$ cat src/rtl/simon_button_ctrl.sv
// simon_button_ctrl: synchronises and debounces the Simon buttons and turns accepted presses into gated stack strobes.
module simon_button_ctrl #(
  parameter int DEBOUNCE_CYCLES = 16,
  parameter int DATA_WIDTH      = 2,
  parameter int NUM_BTN         = 2**DATA_WIDTH
) (
  input  logic                  CLK,
  input  logic                  RST_N,
  input  logic [NUM_BTN-1:0]    BTN,
  input  logic                  BTN_POP,
  input  logic                  FULL,
  input  logic                  EMPTY,
  output logic                  PUSH,
  output logic                  POP,
  output logic [DATA_WIDTH-1:0] DATA_OUT,
  output logic                  ERR,
  output logic [3:0]            ERR_CNT
);
  localparam int N = NUM_BTN + 1;
  localparam int CW = $clog2(DEBOUNCE_CYCLES);
  localparam logic [CW-1:0] CMAX = CW'(DEBOUNCE_CYCLES - 1);
  typedef enum logic {IDLE, HELD} state_t;
  state_t state, state_n;
  logic [N-1:0] s1, s2, db, db_q;
  logic [CW-1:0] cnt [N];
  logic [NUM_BTN-1:0] col;
  logic [DATA_WIDTH-1:0] code;
  logic rise, eval, push_n, pop_n, err_n;
  // Bit 0 of every press vector is the pop button; bits above it are the colours.
  always_ff @(posedge CLK) begin
    if (!RST_N) begin
      s1 <= '0;
      s2 <= '0;
      db <= '0;
      db_q <= '0;
      for (int i = 0; i < N; i++) cnt[i] <= '0;
    end else begin
      s1 <= {BTN, BTN_POP};
      s2 <= s1;
      db_q <= db;
      for (int i = 0; i < N; i++)
        if (s2[i] == db[i]) cnt[i] <= '0;
        else if (cnt[i] == CMAX) begin
          cnt[i] <= '0;
          db[i] <= s2[i];
        end else cnt[i] <= cnt[i] + 1'b1;
    end
  end
  assign col = db[N-1:1];
  assign rise = |(db & ~db_q);
  always_comb begin
    code = '0;
    for (int i = 0; i < NUM_BTN; i++) if (col[i]) code = DATA_WIDTH'(i);
  end
  always_ff @(posedge CLK) state <= !RST_N ? IDLE : state_n;
  always_comb state_n = (state == IDLE) ? (rise ? HELD : IDLE) : ((db == '0) ? IDLE : HELD);
  // Every evaluated press produces exactly one of PUSH, POP or ERR.
  always_comb begin
    eval = (state == IDLE) && rise;
    push_n = eval && $onehot(db) && !db[0] && !FULL;
    pop_n = eval && (db == N'(1)) && !EMPTY;
    err_n = eval && !push_n && !pop_n;
  end
  always_ff @(posedge CLK) begin
    if (!RST_N) begin
      PUSH <= 1'b0;
      POP <= 1'b0;
      ERR <= 1'b0;
      DATA_OUT <= '0;
      ERR_CNT <= '0;
    end else begin
      PUSH <= push_n;
      POP <= pop_n;
      ERR <= err_n;
      if (push_n) DATA_OUT <= code;
      if (err_n && ERR_CNT != 4'hf) ERR_CNT <= ERR_CNT + 1'b1;
    end
  end
endmodule

$ cat config.mk
export PLATFORM = sky130hd
export DESIGN_NAME = simon_button_ctrl
export DESIGN_NICKNAME = d
export VERILOG_FILES = /design/src/rtl/simon_button_ctrl.sv
export SDC_FILE = /design/constraint.sdc
export NUM_CORES = 1
export LEC_CHECK = 0
export BUFFER_PORTS_ARGS = -buffer_cell sky130_fd_sc_hd__buf_2
export CORE_UTILIZATION = 40
export CTS_CLUSTER_SIZE = 14
export DETAILED_ROUTE_END_ITERATION = 8
export HOLD_SLACK_MARGIN = 0.08
export MAX_ROUTING_LAYER = met4
export PLACE_DENSITY_LB_ADDON = 0.25
export REMOVE_ABC_BUFFERS = 1
export SETUP_SLACK_MARGIN = 0.1
export SLEW_MARGIN = 0
export SYNTH_ARGS = -nofsm -noshare
export SYNTH_HDL_FRONTEND = slang
export SYNTH_SLANG_ARGS = --single-unit
$ cat constraint.sdc
create_clock -name CLK -period 5.15 [get_ports CLK]
set_clock_uncertainty 0.05 [all_clocks]
set_input_delay 1.03 -clock CLK [delete_from_list [all_inputs] [get_ports CLK]]
set_output_delay 1.03 -clock CLK [all_outputs]
set_load 0.05 [all_outputs]
### After elaboration in Yosys (flattened, before gate mapping)

Memory sizes are Yosys's and may differ from the RTL's.
Cells that the tools add are included.

* register bits: 30
* memory bits (writable): 20
* input bits: 9
* output and inout bits: 9
* memories kept: 1

Memories
* cnt: depth 5, bits a word 4, read ports 5, clocked after memory_dff 0, wr ports 5, line 25 `logic [CW-1:0] cnt [N];`

* add/sub/neg operators: 10
* eq/ne operators: 13
* muxes and demuxes: 77
* bitwise logic cells: 23
* reduce and logical (&&, ||, !) cells: 21

Operators by type and width (count)
* 2-to-1 mux 1 bit: 60
* 2-to-1 mux 4 bit: 15
* adder 4 x 1 -> 4 bit (second input constant): 6
* equality test 4 bit (second input constant): 5
* bitwise OR 1 bit: 15
* AND reduction 2 bit: 5
* logical AND 1 bit: 9
* NOT 1 bit: 6
* bitwise AND 5 bit: 1
* equality test 1 bit: 5
* equality test 5 x 1 -> 1 bit (second input constant): 1
* logical NOT 1 bit: 5
* logical NOT 5 bit: 1
* NOT 5 bit: 1
* OR reduction 5 bit: 1
* adder 1 x 1 -> 2 bit: 2
* 2-to-1 mux 2 bit: 2
* != test 4 bit (second input constant): 1
* adder 2 x 2 -> 3 bit: 1
* adder 3 x 1 -> 3 bit: 1
* equality test 3 x 1 -> 1 bit (second input constant): 1

### Longest topological paths before layout

Gate-level depths: netlist (run 1).

* word-level depth: 11
* depth in mapped cells: 10
* gate-level depth less buffers: 10

### Worst setup path after synthesis (run 1)

No wires, ideal clock.

* path type: reg2reg
* start point: reg db[0]
* end point: reg ERR_CNT[2]
* data arrival time: 2.468 ns
* data required time: 5.014 ns
* setup slack: 2.547 ns
* cell stages (with the launch flop): 11
* buffers on the path: 0
* cells stage by stage: dfxtp_1 inv_1 fa_1 fa_1 inv_1 ha_1 nor4_1 nand2_1 and2_4 and4b_1 a211oi_1

* longest elaborated chain between the ends: 11
* elaborated cells on any way between the ends: 19
* those cells by class: add/sub (3); eq/ne (2); bitwise (1); reduce/logical (13)

Ends and longest elaborated chain
* start: declaration: line 24 `logic [N-1:0] s1, s2, db, db_q;`
* start signal: indexed assignment: line 45 `db[i] <= s2[i];`
* adder 1 x 1 -> 2 bit (not written as such): line 60 `push_n = eval && $onehot(db) && !db[0] && !FULL;`
* adder 2 x 2 -> 3 bit (not written as such): line 60
* adder 3 x 1 -> 3 bit (not written as such): line 60
* equality test 3 x 1 -> 1 bit: line 60
* logical AND 1 bit (3 in a row): line 60
* logical NOT 1 bit: line 62 `err_n = eval && !push_n && !pop_n;`
* logical AND 1 bit: line 62
* logical AND 1 bit (*): line 62
* logical AND 1 bit (*): line 76 `if (err_n && ERR_CNT != 4'hf) ERR_CNT <= ERR_CNT + 1'b1;`
* end signal: assignment: line 76
* end: declaration: line 17 `output logic [3:0] ERR_CNT`

Every way passes the cells marked *; elsewhere a longest branch is shown, timed or not.
A chain may end at the register's enable or synchronous reset.

### Worst setup path after layout (run 1)

Same ends and word-level chain as after synthesis.

==> results of run 1 <==
## sequential cells by signal, indices dropped and copies added (netlist names)
| register | count |
|---|---|
| db_q | 5 |
| POP | 1 |
| cnt | 20 |
| state | 1 |
| ERR_CNT | 4 |
| PUSH | 1 |
| db | 5 |
| s2 | 5 |
| DATA_OUT | 2 |
| s1 | 5 |
| ERR | 1 |
## routing by layer
metal  vias up  share of wire (%)  GRT usage, %
met4         0                1.6         7.547
met3         5                3.5         3.614
met1       611                 49         16.37
li1        713                  -             -
met5         -                  0             -
met2        17                 46         19.42
## Yosys cell counts (2+ instances only)
| cell | instances | area share (%) |
|---|---|---|
| a21oi_1 | 4 | 0.94 |
| fa_1 | 2 | 1.9 |
| ha_1 | 9 | 5.3 |
| nand3_1 | 16 | 3.8 |
| nand2b_1 | 2 | 0.59 |
| dfxtp_1 | 30 | 28 |
| nand2_1 | 7 | 1.2 |
| nor2_1 | 30 | 5.3 |
| and2_1 | 10 | 2.9 |
| and3_1 | 6 | 1.8 |
| and3_2 | 2 | 0.71 |
| clkbuf_1 | 4 | 0.71 |
| mux2i_1 | 8 | 3.8 |
| inv_1 | 14 | 2.5 |
| a311oi_1 | 2 | 0.82 |
| xor2_1 | 15 | 6.2 |
| edfxtp_1 | 20 | 28 |
## worst reg2reg max path, stage by stage (launching register included)
cell and delay [ns]:
dfxtp_1 0.39, inv_1 0.14, fa_1 0.51, fa_1 0.36, inv_1 0.06, ha_1 0.21, nor4_1 0.26, nand2_1 0.12
and2_4 0.17, and4b_1 0.18, a211oi_1 0.22
## final timing paths
path / end / slack (ns) / cells after the start
worst max-delay path: ERR_CNT[2] / 2.39 / 10
worst min-delay path: s2[3] / 0.39 / 1
worst max register to register: ERR_CNT[2] / 2.39 / 10
worst min register to register: s2[3] / 0.39 / 1
## report_power, final
| group | internal, mW | switching, mW |
|---|---|---|
| Sequential | 0.422 | 0.00650 |
| Combinational | 0.0109 | 0.0155 |
| Clock | 0.0966 | 0.117 |
## cell families after synthesis
family | share of synthesized area, %
buffers and inverters | 3.884
xor gates and xnor gates | 6.180
other | 0.1764
and+or+nand+nor | 18.60
AOI/OAI and AO/OA | 3.709
muxes | 3.767
DFF | 56.50
adders and majority gates | 7.181
## final cells by class
cell class | count | area, sq um
inverters | 15 | 56.30
fillers | 520 | 2684
well taps | 70 | 87.58
multi-input cells | 144 | 913.4
flip-flops and latches | 50 | 1201
repair buffers | 17 | 85.08
clock buffers | 8 | 80.08
## placed cells by master (no fill, tap or decap), types with 3 or more instances in the layout
cell	Yosys	layout
nor2_1	30	30
mux2i_1	8	8
conb_1	1	20
ha_1	9	9
and3_1	6	6
a21oi_1	4	4
edfxtp_1	20	20
clkbuf_1	4	3
clkbuf_8	0	5
nand2_1	7	7
inv_1	14	14
and2_1	10	10
nand3_1	16	16
xor2_1	15	15
buf_2	0	17
dfxtp_1	30	30
## metrics by stage
| stage | power, mW | setup WS, ns |
|---|---|---|
| 2_1_floorplan | 0.4542 | 2.547 |
| 3_3_place_gp | 0.4641 | 2.461 |
| 3_5_place_dp | 0.4643 | 2.381 |
| 4_1_cts | 0.6821 | 2.338 |
| 5_1_grt | 0.7039 | 2.190 |
| 6_report | 0.6680 | 2.392 |
==> results.py, run 1 <==
metrics = {
    "floorplan": {
        "rows": 26,
        "dieArea_sq_um": 5610,
        "die_h_microns": 74.90,
        "core_sq_um": 5107,
        "initial_core_util_pct": 41.62,
        "die_w_microns": 74.90,
        "ioPinCount": 18,
    },
    "placement": {
        "gp_congestion": 0.7885,
        "hpwl_microns": 2221,
        "placed_area_sq_um": 2344,
        "port-buffer-count": 17,
        "dp.cells": 296,
    },
    "setup_path": {
        "cp_num_buf_inv": 2,
        "worstPathArrival_ns": 2.92,
        "critPathRequiredTime_ns": 5.31,
        "critical_path.max_stage_delay_ns": 0.51,
        "start_kind": "flip-flop",
        "path_cells": "inv_1 > fa_1 > fa_1 > inv_1 > ha_1 > nor4_1 > nand2_1 > and2_4 > and4b_1 > a211oi_1",
        "crit_start": "db[0]",
        "critPathCaptureType": "flip-flop",
        "worstSetupPathType": "flip-flop to flip-flop",
        "critPathTopFamily": "adder cells",
        "cpMaxStageDelayCell": "fa_1",
        "rr_startpoint": "db[0]",
        "cp_max_fo": 5,
    },
    "synthesis": {
        "ys.warnings.count": 0,
        "async_reset_ff_share_pct": 0,
        "synth_cells": 195,
        "ys.flop_type": "dfxtp_1",
        "synth-edff-count": 20,
        "synth.distinct_cells": 31,
        "synth_area_per_cell_sq_um": 10.90,
        "ys_seq_elements": 50,
        "synth_area_sq_um": 2126,
        "yosysSeqAreaShare_pct": 56.50,
    },
    "drt": {
        "vias": 1346,
        "remaining_drc_errors": 0,
        "ant_nets": 0,
        "drt-total-wl_microns": 3129,
        "drt_iter0_markers": 33,
        "drtPass1Iterations": 4,
        "routedWlPerCell_microns": 10.29,
        "viasPerCell": 4.428,
    },
    "outcome": {
        "status": "finished clean",
    },
    "global_routing": {
        "antenna_found_initial": 0,
        "grt.overflow.total": 0,
        "grtUsageTotal_pct": 13.23,
        "grt_pass1_vias": 1215,
        "grt_max_degree": 30,
        "grt_first_pass_wirelength_microns": 5237,
    },
    "power": {
        "power_density_nw_per_um2": 275.6,
        "ir_drop_uv": 142.6,
        "cellLeakagePower_nw": 1.117,
    },
    "cts": {
        "cts-root-buf": "clkbuf_8",
        "htree_num_levels": 2,
        "post_cts.repair.setup_buffers": 0,
        "cts_sinks": 50,
        "cts.hold.buffers_added": 0,
        "clock_path_buffers": 2,
        "cts_resized": 0,
        "cts_tree": "done",
        "cts_buffers": 5,
        "clk_latency_ns": 0.30,
        "clkSlewWorstSetupHoldPaths_ns": 0.09,
    },
    "final_layout": {
        "layout-drive-gt1-share_pct": 11.97,
        "nets": 253,
        "diodes": 0,
        "instances_no_fill": 304,
        "utilization_pct": 47.45,
        "fin_area_sq_um": 2424,
        "syn_to_final_growth_pct": 14.01,
    },
    "sta": {
        "setup_violations": 0,
        "drv_slew": 0,
        "min_period_ns": 2.758,
        "fmax_mhz": 362.6,
        "fin_setup_tns_ns": 0,
        "grt_setup_unrepaired": "false",
        "hold_viol": 0,
        "finalCritPeriodShare_pct": 53.55,
        "holdWs_ns": 0.3869,
    },
    "min_path": {
        "hp-start": "s1[3]",
        "hold_path_class": "flip-flop to flip-flop",
    },
    "job": {
        "drv_cap": 0,
    },
}
No activity file was read; power rests on OpenSTA's default activity.
==> inputs of run 2 (changes only) <==
==> constraint.sdc (replaced) <==
create_clock -name CLK -period 2.8 [get_ports CLK]
set_clock_uncertainty 0.05 [all_clocks]
set_input_delay 0.56 -clock CLK [delete_from_list [all_inputs] [get_ports CLK]]
set_output_delay 0.56 -clock CLK [all_outputs]
set_load 0.05 [all_outputs]
==> run 2 against run 1 <==
  * Utilization up 0.76 points
  * Clock power increased by 100%
  * Global-route usage rose by 0.65 points
  * Wire length up 5.7%
  * Design area rose by 1.6%
  * Final cell count rose by 0.99%
  * Critical path type unchanged
  * Critical endpoint unchanged
  * Largest power group unchanged
  * Highest routed layer unchanged
==> results.py, run 2 (synthesis gave the netlist of run 1 again) <==
metrics = {
    "outcome": {
        "status": "finished clean",
    },
    "global_routing": {
        "antenna_found_initial": 0,
        "grt_first_pass_wirelength_microns": 5499,
        "grt_pass1_vias": 1249,
        "grt_max_degree": 30,
        "grt.overflow.total": 0,
        "grtUsageTotal_pct": 13.88,
    },
    "power": {
        "ir_drop_uv": 330.9,
        "p_int_uw": 995.7,
        "switching_share_pct": 21.11,
        "p_clk_share_pct": 33.6,
        "switchingPower_uw": 266.4,
        "finalPower_mw": 1.262,
        "power_density_nw_per_um2": 512.6,
        "cellLeakagePower_nw": 1.142,
        "pwr-share-seq_pct": 62.5,
        "power_frac_comb_pct": 3.9,
    },
    "setup_path": {
        "path_cells": "inv_1 > fa_1 > fa_2 > inv_1 > ha_1 > nor4_1 > nand2_1 > and2_4 > and4b_1 > a211oi_1",
        "critPathCaptureType": "flip-flop",
        "worstPathArrival_ns": 2.77,
        "cp_max_fo": 5,
        "critPathRequiredTime_ns": 2.97,
        "worstSetupPathType": "flip-flop to flip-flop",
        "cp_num_buf_inv": 2,
        "crit_path_frequent_cell": "inv_1",
        "start_kind": "flip-flop",
        "critPathTopFamily": "adder cells",
        "cpMaxStageDelayCell": "fa_1",
        "critical_path.max_stage_delay_ns": 0.46,
    },
    "drt": {
        "drtPass1Iterations": 4,
        "routedWlPerCell_microns": 10.77,
        "drt_iter0_markers": 37,
        "ant_nets": 0,
        "remaining_drc_errors": 0,
        "vias": 1355,
        "drt-total-wl_microns": 3307,
        "viasPerCell": 4.414,
    },
    "cts": {
        "cts_buffers": 5,
        "cts-root-buf": "clkbuf_8",
        "cts_tree": "done",
        "clkSlewWorstSetupHoldPaths_ns": 0.09,
        "cts_sinks": 50,
        "clock_path_buffers": 2,
        "clk_latency_ns": 0.30,
        "htree_num_levels": 2,
    },
    "sta": {
        "fmax_mhz": 385.3,
        "holdWs_ns": 0.3881,
        "fin_setup_tns_ns": 0,
        "min_period_ns": 2.596,
        "hold_viol": 0,
        "grt_setup_unrepaired": "false",
        "drv_slew": 0,
        "setup_violations": 0,
        "finalCritPeriodShare_pct": 92.70,
    },
    "final_layout": {
        "final_common_cell": "nor2_1",
        "diodes": 0,
        "nets": 256,
        "nFillCells": 510,
        "mostFrequentLayoutCells": "nor2_1 (30), dfxtp_1 (28), edfxtp_1 (20), conb_1 (20), buf_2 (17)",
        "fin_area_sq_um": 2462,
        "layout-drive-gt1-share_pct": 15.19,
        "largest_register_ffs": 20,
        "regMostFlops": "cnt",
        "syn_to_final_growth_pct": 15.83,
    },
    "min_path": {
        "hold_path_class": "flip-flop to flip-flop",
    },
    "floorplan": {
        "dieArea_sq_um": 5610,
        "die_h_microns": 74.90,
        "ioPinCount": 18,
        "rows": 26,
        "initial_core_util_pct": 41.62,
        "die_w_microns": 74.90,
        "core_sq_um": 5107,
    },
    "placement": {
        "hpwl_microns": 2360,
        "placed_area_sq_um": 2366,
        "gp_congestion": 0.7051,
        "port-buffer-count": 17,
    },
    "job": {
        "drv_cap": 0,
    },
}
run 2: cell types whose count changed in the layout (fill, tap and decap cells not counted), sizes merged:
cell	before	now
buf	17	20
clkbuf	8	7
clkinv	0	1
run 2: routing by layer:
layer	global-route usage (%)	part of all wire, %
met5	-	0
met4	5.031	1.5
met3	4.953	3.5
met2	20.72	46
met1	17.35	49
run 2: cell type report:
| class | instances | area, sq um | share of cell area (%) |
|---|---|---|---|
| Clock inverter | 1 | 5.005 | 0.2033 |
| Tap cell | 70 | 87.58 | 3.557 |
| Inverter | 15 | 56.30 | 2.287 |
| Timing Repair Buffer | 20 | 107.6 | 4.370 |
| Clock buffer | 7 | 86.33 | 3.506 |
| Multi-Input combinational cell | 144 | 915.9 | 37.20 |
| Sequential cell | 50 | 1204 | 48.88 |
run 2: through the flow:
stage                     setup slack (ns)  util [%]  std cells
after global placement              0.1663     46.33        299
after CTS                           0.1179     48.14        307
final                               0.2044     48.21        307
after detailed placement           0.06574     46.33        299
after global routing               0.03393     48.21        307
after floorplan                     0.1969         -        209
run 2: final timing paths:
path	slack, ns	startpoint	to	depth (start not counted)
worst max-delay path	0.20	db[3]	ERR_CNT[2]	10
worst min-delay path	0.39	s1[2]	s2[2]	1
worst max register to register	0.20	db[3]	ERR_CNT[2]	10
worst min register to register	0.39	s1[2]	s2[2]	1
run 2: timing repair:
action                                  4_1_cts  5_1_grt
gates resized for setup                       1        2
pin swaps                                     0        3
setup buffers                                 0        0
hold endpoints to repair                      0        0
hold buffers                                  0        0
endpoints found under the setup margin        3        6
run 2: worst reg2reg max path, cell delays in order (launching register included):
cell,delay [ns]
dfxtp_1,0.31
inv_1,0.15
fa_1,0.46
fa_2,0.34
inv_1,0.06
ha_1,0.22
nor4_1,0.22
nand2_1,0.15
and2_4,0.18
and4b_1,0.18
a211oi_1,0.20
run 2: power groups by stage:
stage | Sequential (mW) | Combinational, mW | Clock, mW
after floorplan | 0.803 | 0.0325 | 0
after global placement | 0.805 | 0.0487 | 0
after detailed placement | 0.806 | 0.0490 | 0
after CTS | 0.789 | 0.0494 | 0.440
after global routing | 0.791 | 0.0575 | 0.476
final | 0.788 | 0.0493 | 0.425
==> inputs of run 3 (changes only) <==
--- a/config.mk
+++ b/config.mk
@@ -6,13 +6,13 @@
 export NUM_CORES = 1
 export LEC_CHECK = 0
 export BUFFER_PORTS_ARGS = -buffer_cell sky130_fd_sc_hd__buf_2
+export CORE_MARGIN = 2
 export CORE_UTILIZATION = 40
 export CTS_CLUSTER_SIZE = 14
 export DETAILED_ROUTE_END_ITERATION = 8
 export HOLD_SLACK_MARGIN = 0.08
 export MAX_ROUTING_LAYER = met4
 export PLACE_DENSITY_LB_ADDON = 0.25
-export REMOVE_ABC_BUFFERS = 1
 export SETUP_SLACK_MARGIN = 0.1
 export SLEW_MARGIN = 0
 export SYNTH_ARGS = -nofsm -noshare
==> constraint.sdc (replaced) <==
create_clock -name CLK -period 3.2 [get_ports CLK]
set_clock_uncertainty 0.05 [all_clocks]
set_input_delay 0.64 -clock CLK [delete_from_list [all_inputs] [get_ports CLK]]
set_output_delay 0.64 -clock CLK [all_outputs]
set_load 0.05 [all_outputs]
==> run 3 against run 2 <==
  * Die area up 5.4%
  * First-iteration DRC count rose by 130%
  * Fmax shrank 6.9%
  * Sequential cell count is the same
==> results.py, run 3 (synthesis gave the netlist of run 1 again) <==
metrics = {
    "outcome": {
        "status": "finished clean",
    },
    "drt": {
        "ant_nets": 0,
        "drt-total-wl_microns": 3092,
        "drt_iter0_markers": 85,
        "drtPass1Iterations": 4,
        "routedWlPerCell_microns": 10.17,
        "viasPerCell": 4.444,
        "remaining_drc_errors": 0,
        "vias": 1351,
    },
    "final_layout": {
        "seq_area_sq_um": 1201,
        "largest_register_ffs": 20,
        "layout-drive-gt1-share_pct": 13.25,
        "regMostFlops": "cnt",
        "utilization_pct": 48.09,
        "syn_to_final_growth_pct": 15.54,
        "diodes": 0,
        "nets": 253,
        "nFillCells": 505,
        "mostFrequentLayoutCells": "dfxtp_1 (30), nor2_1 (30), edfxtp_1 (20), conb_1 (20), buf_2 (17)",
        "multi_input_area_sq_um": 913.4,
    },
    "global_routing": {
        "grt_pass1_vias": 1296,
        "grt.overflow.total": 0,
        "grt_max_degree": 30,
        "antenna_found_initial": 0,
        "grtUsageTotal_pct": 11.90,
        "grt_first_pass_wirelength_microns": 5499,
    },
    "min_path": {
        "hold_depth": 1,
        "hold_path_class": "flip-flop to flip-flop",
        "hold_end": "s2[4]",
        "hp-start": "s1[4]",
    },
    "sta": {
        "hold_viol": 0,
        "min_period_ns": 2.787,
        "fin_setup_tns_ns": 0,
        "drv_slew": 0,
        "setup_violations": 0,
        "fmax_mhz": 358.8,
        "finalCritPeriodShare_pct": 87.09,
        "grt_setup_unrepaired": "false",
    },
    "cts": {
        "clk_latency_ns": 0.30,
        "cts.hold.buffers_added": 0,
        "post_cts.repair.setup_buffers": 0,
        "cts_resized": 0,
        "cts_sinks": 50,
        "clkSlewWorstSetupHoldPaths_ns": 0.09,
        "clock_path_buffers": 2,
        "htree_num_levels": 2,
        "cts_tree": "done",
        "cts_buffers": 5,
        "cts-root-buf": "clkbuf_8",
    },
    "power": {
        "power_frac_comb_pct": 3.7,
        "switchingPower_uw": 244.7,
        "power_density_nw_per_um2": 478.2,
        "cellLeakagePower_nw": 1.132,
        "pwr-share-seq_pct": 58.7,
        "switching_share_pct": 20.83,
        "p_int_uw": 929.8,
        "ir_drop_uv": 344.6,
        "p_clk_share_pct": 37.6,
    },
    "floorplan": {
        "dieArea_sq_um": 5914,
        "core_sq_um": 5107,
        "rows": 26,
        "initial_core_util_pct": 41.62,
        "die_h_microns": 76.90,
        "ioPinCount": 18,
        "die_w_microns": 76.90,
    },
    "placement": {
        "port-buffer-count": 17,
        "gp_congestion": 0.8089,
        "hpwl_microns": 2253,
    },
    "setup_path": {
        "rrSetupSlack_ns": 0.41,
        "critPathCaptureType": "flip-flop",
        "start_kind": "flip-flop",
        "rr_startpoint": "db[0]",
        "critPathRequiredTime_ns": 3.37,
        "r2r_cells": 10,
        "worstPathArrival_ns": 2.96,
        "cp_max_fo": 5,
        "r2r-end": "ERR_CNT[2]",
        "worstSetupPathType": "flip-flop to flip-flop",
    },
    "job": {
        "drv_cap": 0,
    },
}
## run 3: cell types whose count changed in the layout (fill, tap and decap cells not counted), sizes merged
| cell | change |
|---|---|
| bufinv | +1 |
| clkbuf | -2 |
| buf | -3 |
| clkinv | -1 |
| inv | +1 |
| clkinvlp | +1 |
## run 3: stage by stage
stage	instance area [sq um]	hold slack (ns)	cells	total power [mW]	setup WS (ns)
2_1_floorplan	2197	0.3619	214	0.7352	0.5969
3_3_place_gp	2344	0.3678	296	0.7469	0.5086
3_5_place_dp	2344	0.3677	296	0.7477	0.4010
4_1_cts	2456	0.3931	304	1.188	0.3737
5_1_grt	2456	0.4149	304	1.226	0.1231
6_report	2456	0.3906	304	1.175	0.4131
## run 3: worst max-delay path: stages, from the launching register on
cell and delay (ns):
dfxtp_1 0.39, inv_1 0.14, fa_1 0.50, fa_1 0.37
inv_1 0.06, ha_1 0.22, nor4_1 0.27, nand2_1 0.14
and2_4 0.17, and4b_1 0.18, a211oi_1 0.21
## run 3: routing by layer
metal / global-route usage (%) / up-vias / wire length [microns]
met1: 14.18 / 615 / 1507
met5: - / - / 0
met4: 4.364 / 0 / 50
met2: 19.30 / 23 / 1396
met3: 3.294 / 4 / 138
li1: - / 709 / -
## run 3: layout make-up
cell class              instances  area share, %
inverters                      15          2.292
flip-flops and latches         50          48.90
clock inverters                 3          1.783
repair buffers                 17          3.464
clock buffers                   5          2.802
multi-input cells             144          37.19
well taps                      70          3.566
## run 3: worst max path at each step
stage                from    endpoint  depth (start not counted)
finish              db[0]  ERR_CNT[2]                         10
floorplan           db[0]  ERR_CNT[2]                         10
CTS                 db[0]  ERR_CNT[2]                         10
detailed placement  db[0]  ERR_CNT[2]                         10
global route        db[0]  ERR_CNT[2]                         10
global placement    db[0]  ERR_CNT[2]                         10
## run 3: power groups by stage
stage / clock network [mW] / registers (mW) / logic (mW)
after floorplan: 0 / 0.703 / 0.0325
after global placement: 0 / 0.704 / 0.0427
after detailed placement: 0 / 0.705 / 0.0428
after CTS: 0.455 / 0.690 / 0.0431
after global routing: 0.481 / 0.693 / 0.0518
final: 0.442 / 0.690 / 0.0430
